===== src/rtl/multicycle_ctrl_fsm.sv =====
// Control unit for a multicycle MIPS-like datapath: a Moore FSM whose strobes
// depend only on the current state, the two phase counters and the instruction class latched in DECODE.
module multicycle_ctrl_fsm #(
  parameter int          MEM_LAT    = 2,
  parameter int          MULDIV_CYC = 32,
  parameter logic [31:0] EXC_OPC    = 32'd253,
  parameter logic [31:0] EXC_OVF    = 32'd254,
  parameter logic [31:0] EXC_DIV0   = 32'd255
) (
  input  logic        clk,
  input  logic        rst_n,
  input  logic [5:0]  opcode,
  input  logic [5:0]  funct,
  input  logic        overflowflag,
  input  logic        divby0flag,
  input  logic        zeroflag,
  output logic        PCWrite,
  output logic        PCWriteCond,
  output logic        IorD,
  output logic        WR,
  output logic        IRWrite,
  output logic        RegWrite,
  output logic        ALUSrcA,
  output logic        AluOutLoad,
  output logic        EPCWrite,
  output logic        MulDivStart,
  output logic        ResetTrigger,
  output logic [1:0]  RegDest,
  output logic [2:0]  MemToReg,
  output logic [2:0]  ALUSrcB,
  output logic [2:0]  PCSource,
  output logic [4:0]  ControlType,
  output logic [2:0]  SizeHandler,
  output logic [31:0] ExceptionAdress
);

  typedef enum logic [3:0] {
    S_RST, S_FETCH, S_DECODE, S_EXEC, S_MEMACC, S_WB, S_MULDIV, S_EXC_EPC, S_EXC_JMP
  } state_t;

  typedef enum logic [3:0] {
    C_BAD, C_RALU, C_IALU, C_SHIFT, C_LUI, C_BRANCH, C_J, C_JAL,
    C_JR, C_RTE, C_LOAD, C_STORE, C_MULT, C_DIV, C_MFHI, C_MFLO
  } cls_t;

  localparam logic [2:0] MEM_LAST  = 3'(MEM_LAT - 1);
  localparam logic [2:0] MEM_WRITE = 3'(MEM_LAT);
  localparam logic [5:0] MD_LAST   = 6'(MULDIV_CYC - 1);

  state_t      state_r, state_s;
  cls_t        cls_r, dec_cls_s;
  logic [4:0]  alu_op_r, dec_op_s;
  logic        ovf_chk_r, dec_ovf_s;
  logic [2:0]  size_r, dec_size_s;
  logic [2:0]  cnt_r, cnt_s;
  logic [5:0]  mdcnt_r, mdcnt_s;
  logic [31:0] exc_r, exc_s;

  // zeroflag is resolved in the datapath through PCWriteCond
  logic unused_s;
  assign unused_s = zeroflag;

  // Instruction decode from the IR fields
  always_comb begin
    dec_cls_s  = C_BAD;
    dec_op_s   = 5'd0;
    dec_ovf_s  = 1'b0;
    dec_size_s = 3'd0;
    if (opcode == 6'd0) begin
      case (funct)
        6'd32: begin dec_cls_s = C_RALU; dec_op_s = 5'd1; dec_ovf_s = 1'b1; end
        6'd34: begin dec_cls_s = C_RALU; dec_op_s = 5'd2; dec_ovf_s = 1'b1; end
        6'd36: begin dec_cls_s = C_RALU; dec_op_s = 5'd3; end
        6'd37: begin dec_cls_s = C_RALU; dec_op_s = 5'd4; end
        6'd42: begin dec_cls_s = C_RALU; dec_op_s = 5'd7; end
        6'd0, 6'd2, 6'd3, 6'd4, 6'd7: dec_cls_s = C_SHIFT;
        6'd8:  dec_cls_s = C_JR;
        6'd19: dec_cls_s = C_RTE;
        6'd16: dec_cls_s = C_MFHI;
        6'd18: dec_cls_s = C_MFLO;
        6'd24: dec_cls_s = C_MULT;
        6'd26: dec_cls_s = C_DIV;
        default: dec_cls_s = C_BAD;
      endcase
    end else begin
      case (opcode)
        6'd8:  begin dec_cls_s = C_IALU; dec_op_s = 5'd1; dec_ovf_s = 1'b1; end
        6'd9:  begin dec_cls_s = C_IALU; dec_op_s = 5'd1; end
        6'd10: begin dec_cls_s = C_IALU; dec_op_s = 5'd7; end
        6'd15: dec_cls_s = C_LUI;
        6'd4, 6'd5, 6'd6, 6'd7: dec_cls_s = C_BRANCH;
        6'd2:  dec_cls_s = C_J;
        6'd3:  dec_cls_s = C_JAL;
        6'd35: begin dec_cls_s = C_LOAD;  dec_size_s = 3'd0; end
        6'd33: begin dec_cls_s = C_LOAD;  dec_size_s = 3'd1; end
        6'd32: begin dec_cls_s = C_LOAD;  dec_size_s = 3'd2; end
        6'd43: begin dec_cls_s = C_STORE; dec_size_s = 3'd0; end
        6'd41: begin dec_cls_s = C_STORE; dec_size_s = 3'd1; end
        6'd40: begin dec_cls_s = C_STORE; dec_size_s = 3'd2; end
        default: dec_cls_s = C_BAD;
      endcase
    end
  end

  // State, counters, exception vector and the class latched in DECODE
  always_ff @(posedge clk) begin
    if (!rst_n) begin
      state_r   <= S_RST;
      cnt_r     <= 3'd0;
      mdcnt_r   <= 6'd0;
      exc_r     <= 32'd0;
      cls_r     <= C_BAD;
      alu_op_r  <= 5'd0;
      ovf_chk_r <= 1'b0;
      size_r    <= 3'd0;
    end else begin
      state_r <= state_s;
      cnt_r   <= cnt_s;
      mdcnt_r <= mdcnt_s;
      exc_r   <= exc_s;
      if (state_r == S_DECODE) begin
        cls_r     <= dec_cls_s;
        alu_op_r  <= dec_op_s;
        ovf_chk_r <= dec_ovf_s;
        size_r    <= dec_size_s;
      end
    end
  end

  // Next-state and output decode
  always_comb begin
    state_s = state_r;
    cnt_s   = cnt_r;
    mdcnt_s = mdcnt_r;
    exc_s   = exc_r;
    PCWrite = 1'b0; PCWriteCond = 1'b0; IorD = 1'b0; WR = 1'b0;
    IRWrite = 1'b0; RegWrite = 1'b0; ALUSrcA = 1'b0; AluOutLoad = 1'b0;
    EPCWrite = 1'b0; MulDivStart = 1'b0; ResetTrigger = 1'b0;
    RegDest = 2'd0; MemToReg = 3'd0; ALUSrcB = 3'd0; PCSource = 3'd0;
    ControlType = 5'd0; SizeHandler = 3'd0; ExceptionAdress = 32'd0;
    case (state_r)
      // cnt_r==0 is the silent cycle in reset; cnt_r==1 is the single trigger cycle after release
      S_RST: begin
        if (cnt_r == 3'd0) begin
          cnt_s = 3'd1;
        end else begin
          ResetTrigger = 1'b1;
          cnt_s        = 3'd0;
          state_s      = S_FETCH;
        end
      end
      S_FETCH: begin
        ALUSrcB     = 3'd1;
        ControlType = 5'd1;
        if (cnt_r == MEM_LAST) begin
          IRWrite = 1'b1;
          PCWrite = 1'b1;
          cnt_s   = 3'd0;
          state_s = S_DECODE;
        end else begin
          cnt_s = cnt_r + 3'd1;
        end
      end
      S_DECODE: begin
        ALUSrcB     = 3'd3;
        ControlType = 5'd1;
        AluOutLoad  = 1'b1;
        if (dec_cls_s == C_BAD) begin
          exc_s   = EXC_OPC;
          state_s = S_EXC_EPC;
        end else if (dec_cls_s == C_MFHI || dec_cls_s == C_MFLO) begin
          state_s = S_WB;
        end else begin
          state_s = S_EXEC;
        end
      end
      S_EXEC: begin
        state_s = S_FETCH;
        cnt_s   = 3'd0;
        case (cls_r)
          C_RALU, C_IALU: begin
            ALUSrcA     = 1'b1;
            ALUSrcB     = (cls_r == C_RALU) ? 3'd0 : 3'd2;
            ControlType = alu_op_r;
            AluOutLoad  = 1'b1;
            if (ovf_chk_r && overflowflag) begin
              exc_s   = EXC_OVF;
              state_s = S_EXC_EPC;
            end else begin
              state_s = S_WB;
            end
          end
          C_SHIFT, C_LUI: state_s = S_WB;
          C_BRANCH: begin
            ALUSrcA = 1'b1; ControlType = 5'd2; PCSource = 3'd1; PCWriteCond = 1'b1;
          end
          C_J:   begin PCSource = 3'd2; PCWrite = 1'b1; end
          C_JAL: begin
            PCSource = 3'd2; PCWrite = 1'b1;
            RegDest = 2'd2; MemToReg = 3'd4; RegWrite = 1'b1;
          end
          C_JR:  begin PCSource = 3'd0; ALUSrcA = 1'b1; ControlType = 5'd0; PCWrite = 1'b1; end
          C_RTE: begin PCSource = 3'd3; PCWrite = 1'b1; end
          C_LOAD, C_STORE: begin
            ALUSrcA = 1'b1; ALUSrcB = 3'd2; ControlType = 5'd1; AluOutLoad = 1'b1;
            state_s = S_MEMACC;
          end
          C_MULT, C_DIV: begin
            MulDivStart = 1'b1;
            mdcnt_s     = 6'd0;
            state_s     = S_MULDIV;
          end
          default: state_s = S_FETCH;
        endcase
      end
      // Stores spend one extra MEMACC cycle (cnt_r==MEM_LAT) issuing the write
      S_MEMACC: begin
        IorD = 1'b1;
        if (cls_r == C_STORE && cnt_r == MEM_WRITE) begin
          WR          = 1'b1;
          SizeHandler = size_r;
          cnt_s       = 3'd0;
          state_s     = S_FETCH;
        end else if (cls_r != C_STORE && cnt_r == MEM_LAST) begin
          cnt_s   = 3'd0;
          state_s = S_WB;
        end else begin
          cnt_s = cnt_r + 3'd1;
        end
      end
      S_WB: begin
        cnt_s   = 3'd0;
        state_s = S_FETCH;
        case (cls_r)
          C_RALU:  begin RegWrite = 1'b1; RegDest = 2'd1; end
          C_IALU:  begin RegWrite = 1'b1; RegDest = 2'd0; end
          C_SHIFT: begin RegWrite = 1'b1; RegDest = 2'd1; MemToReg = 3'd5; end
          C_LUI:   begin RegWrite = 1'b1; RegDest = 2'd0; MemToReg = 3'd5; end
          C_LOAD:  begin RegWrite = 1'b1; MemToReg = 3'd1; SizeHandler = size_r; end
          C_MFHI:  begin RegWrite = 1'b1; RegDest = 2'd1; MemToReg = 3'd2; end
          C_MFLO:  begin RegWrite = 1'b1; RegDest = 2'd1; MemToReg = 3'd3; end
          default: RegWrite = 1'b0;
        endcase
      end
      S_MULDIV: begin
        if (cls_r == C_DIV && mdcnt_r == 6'd0 && divby0flag) begin
          exc_s   = EXC_DIV0;
          state_s = S_EXC_EPC;
        end else if (mdcnt_r == MD_LAST) begin
          cnt_s   = 3'd0;
          state_s = S_FETCH;
        end else begin
          mdcnt_s = mdcnt_r + 6'd1;
        end
      end
      S_EXC_EPC: begin
        ALUSrcB         = 3'd1;
        ControlType     = 5'd2;
        EPCWrite        = 1'b1;
        ExceptionAdress = exc_r;
        state_s         = S_EXC_JMP;
      end
      S_EXC_JMP: begin
        PCSource        = 3'd4;
        PCWrite         = 1'b1;
        ExceptionAdress = exc_r;
        cnt_s           = 3'd0;
        state_s         = S_FETCH;
      end
      default: state_s = S_RST;
    endcase
  end

endmodule


===== config.mk =====
export PLATFORM = sky130hd
export DESIGN_NAME = multicycle_ctrl_fsm
export DESIGN_NICKNAME = d
export VERILOG_FILES = /design/src/rtl/multicycle_ctrl_fsm.sv
export SDC_FILE = /design/constraint.sdc
export NUM_CORES = 1
export LEC_CHECK = 0
export ABC_AREA = 0
export CAP_MARGIN = 30
export CORE_ASPECT_RATIO = 0.75
export CORE_MARGIN = 8
export CORE_UTILIZATION = 50
export CTS_BUF_LIST = sky130_fd_sc_hd__clkbuf_16
export DETAILED_ROUTE_END_ITERATION = 8
export DONT_BUFFER_PORTS = 1
export PLACE_DENSITY_LB_ADDON = 0.15
export SLEW_MARGIN = 10
export SYNTH_ARGS = -nofsm -noshare
export SYNTH_HDL_FRONTEND = slang
export SYNTH_SLANG_ARGS = --single-unit

===== constraint.sdc =====
create_clock -name clk -period 4.7 [get_ports clk]
set_input_delay 1.175 -clock clk [delete_from_list [all_inputs] [get_ports clk]]
set_output_delay 1.175 -clock clk [all_outputs]
set_load 0.02 [all_outputs]

==> results.py <==
metrics = {
    "run_status": {
        "status": "complete, no violations",
    },
    "worst_hold_path": {
        "worst_hold_path_type": "register to register",
    },
    "clock_tree": {
        "cts_resized": 0,
        "cts_max_path_buffers": 2,
        "postCtsSetupBuffers": 0,
        "numCtsBuffers": 3,
        "cts.htree.levels": 1,
        "cts_tree": "built",
        "cts_sinks": 26,
        "root_buffer": "clkbuf_16",
        "cts_hold_buf": 0,
        "cts.clk_slew.worst_paths_ns": 0.07,
        "clk_latency_ns": 0.26,
    },
    "timing": {
        "timing.hold.ws_ns": 0.4997,
        "final.setup.tns_ns": 0,
        "setup_viol": 0,
        "hold_violations": 0,
        "rsz0062_at_grt": "no",
        "skew_ns": 0.004245,
        "fin_crit_sh_pct": 77.40,
        "timing.fmax_mhz": 274.9,
        "period_needed_ns": 3.638,
        "tightest_slew_ns": 0.9724,
        "max-slew-margin-rel_pct": 34.58,
        "final_max_slew_viol_count": 0,
    },
    "critical_path": {
        "setup.worst_path.start_class": "register",
        "crit_required_ns": 3.52,
        "end_kind": "output port",
        "critPathBufInv": 0,
        "path_cells": "nor2b_1 -> nand3_1 -> nor3_1",
        "cp_max_fo": 19,
        "critPathMaxStageDelay_ns": 0.72,
        "cpMaxStageDelayCell": "dfxtp_1",
        "worst_path_dominant_cell_family": "simple AND/OR/NAND/NOR gates",
        "worst_ep_arrival_time_ns": 2.46,
        "critPathKind": "register to output port",
    },
    "floorplan": {
        "fp.dieW_um": 99.25,
        "start_util_pct": 52.45,
        "rows": 22,
        "pin_count": 79,
        "die-area_um2": 7784,
        "die_h_um": 78.44,
        "core_um2": 4955,
    },
    "drt": {
        "antenna_left": 0,
        "wl_um": 6971,
        "top_layer": "met4",
        "routedWlPerCell_um": 17.17,
        "route.detailed.drc": 0,
        "m1WireLength_um": 3404,
        "route.met3.wl_um": 822,
        "vias_per_cell": 6.113,
        "first_pass_iters": 5,
        "drt_iter0_drc": 186,
        "via_count": 2482,
        "wl_met2_um": 2683,
    },
    "pwr": {
        "power_leakage_nw": 0.9312,
        "p_per_area_nw_per_um2": 327.4,
        "share_seq_of_total_power_pct": 37.6,
        "p_comb_share_pct": 38.9,
        "p_int_uw": 468.4,
        "ir_worst_vdd_uv": 126.3,
        "clock_power_share_pct": 23.5,
        "p_switching_uw": 348.8,
        "swShare_pct": 42.69,
    },
    "global_routing": {
        "antenna_found_initial": 1,
        "grtUsageTotal_pct": 16.89,
        "grt_max_degree": 23,
        "grt_pass1_vias": 2098,
        "grt_pass1_wl_um": 10940,
        "grt-ovfl-total": 0,
    },
    "placed_design": {
        "port_buffers": 0,
        "gp_congestion": 0.8501,
        "dp_hpwl_um": 5338,
    },
    "job": {
        "maxCapViolCount": 0,
    },
    "yosys": {
        "ys_seq_area_share_pct": 20.03,
        "synth-seq-cells": 26,
        "synth_top_family_by_area": "simple AND/OR/NAND/NOR gates",
        "synth-compound-area-share_pct": 26.24,
        "ys_async_sr_fraction_pct": 0,
        "yosys_warnings": 0,
        "yosys.area_share.simple_pct": 30.24,
        "synthMuxAreaShare_pct": 0.3852,
        "synth_xor_area_share_pct": 3.033,
        "ys.flop_type": "dfxtp_1",
        "syn-instance-count": 368,
        "syn-mean-instance-area_um2": 7.062,
        "syn_area_um2": 2599,
        "synth_edf_count": 0,
        "synth-adder-area-share_pct": 2.889,
        "synth_cell_types": 64,
    },
    "cells_and_area": {
        "syn_to_final_growth_pct": -3.948,
        "fin_nets": 369,
        "drive_above_1_share_pct": 4.928,
    },
}
power by group through the flow:
stage | Combinational (mW) | Sequential [mW] | Clock (mW)
detailed placement | 0.313 | 0.310 | 0
global placement | 0.309 | 0.310 | 0
global route | 0.353 | 0.313 | 0.206
finish | 0.318 | 0.307 | 0.192
CTS | 0.314 | 0.305 | 0.197
floorplan | 0.329 | 0.263 | 0
synthesized netlist by cell type, types with 7 or more instances:
cell type	count	share of area, %
a21oi_1	23	4.4
dfxtp_1	26	20
nor2b_1	10	2.4
o21ai_0	20	3.9
nand3_1	17	3.3
a31oi_1	7	1.7
nor2_1	41	5.9
nand2_1	27	3.9
nor3_1	12	2.3
clkbuf_1	7	1.0
and3_1	9	2.2
inv_1	19	2.7
buf_4	37	11
nand2b_1	11	2.6
flip-flops by register name (all words and copies together) (netlist names):
name	count
alu_op_r	3
state_r	4
size_r	2
cls_r	4
ovf_chk_r	1
cnt_r	3
mdcnt_r	6
exc_r	3
cells by family after synthesis:
family | after synthesis
and+or+nand+nor | 153
buffers and inverters | 75
muxes | 1
DFF | 26
adders and majority gates | 6
other | 1
xor gates and xnor gates | 9
AOI/OAI and AO/OA | 97
metrics by stage:
stage          util (%)  power, mW  instance area [um^2]  worst slack [ns]  std cells
6_report          50.38     0.8172                  2496             1.062        406
5_1_grt           50.38     0.8729                  2496            0.9164        406
4_1_cts           50.33     0.8170                  2494             1.092        405
3_5_place_dp      48.74     0.6234                  2415             1.383        401
3_3_place_gp      48.74     0.6187                  2415             1.380        401
2_1_floorplan         -     0.5912                  2700             1.943        395
final timing paths:
kind,start,endpoint,slack (ns),cells past startpoint
worst max-delay path,state_r[1],PCSource[0],1.06,3
worst min-delay path,alu_op_r[2],alu_op_r[2],0.50,1
worst max register to register,state_r[2],cnt_r[2],2.20,5
worst min register to register,alu_op_r[2],alu_op_r[2],0.50,1
layout by cell type, fill, tap and decap left out, types with 10 or more instances in the layout:
master / netlist / final
nand2_1: 27 / 27
a21oi_1: 23 / 23
nor3_1: 12 / 12
nor2b_1: 10 / 10
dfxtp_1: 26 / 26
inv_1: 19 / 19
nor2_1: 41 / 41
conb_1: 1 / 28
nand3_1: 17 / 17
nand2b_1: 11 / 11
o21ai_0: 20 / 20
final cells by class:
class / count / area (um^2)
diodes: 1 / 2.502
clock buffers: 3 / 75.07
clock inverters: 1 / 3.754
fillers: 510 / 2459
inverters: 20 / 75.07
multi-input cells: 294 / 1737
flip-flops and latches: 26 / 520.5
well taps: 60 / 75.07
repair buffers: 1 / 7.507
per-layer routing:
layer | vias up | global-route usage [%]
met4 | 0 | 3.464
li1 | 1208 | -
met5 | - | 0
met2 | 126 | 22.47
met1 | 1144 | 25.09
met3 | 4 | 5.639
(Power assumes the default switching activity.)
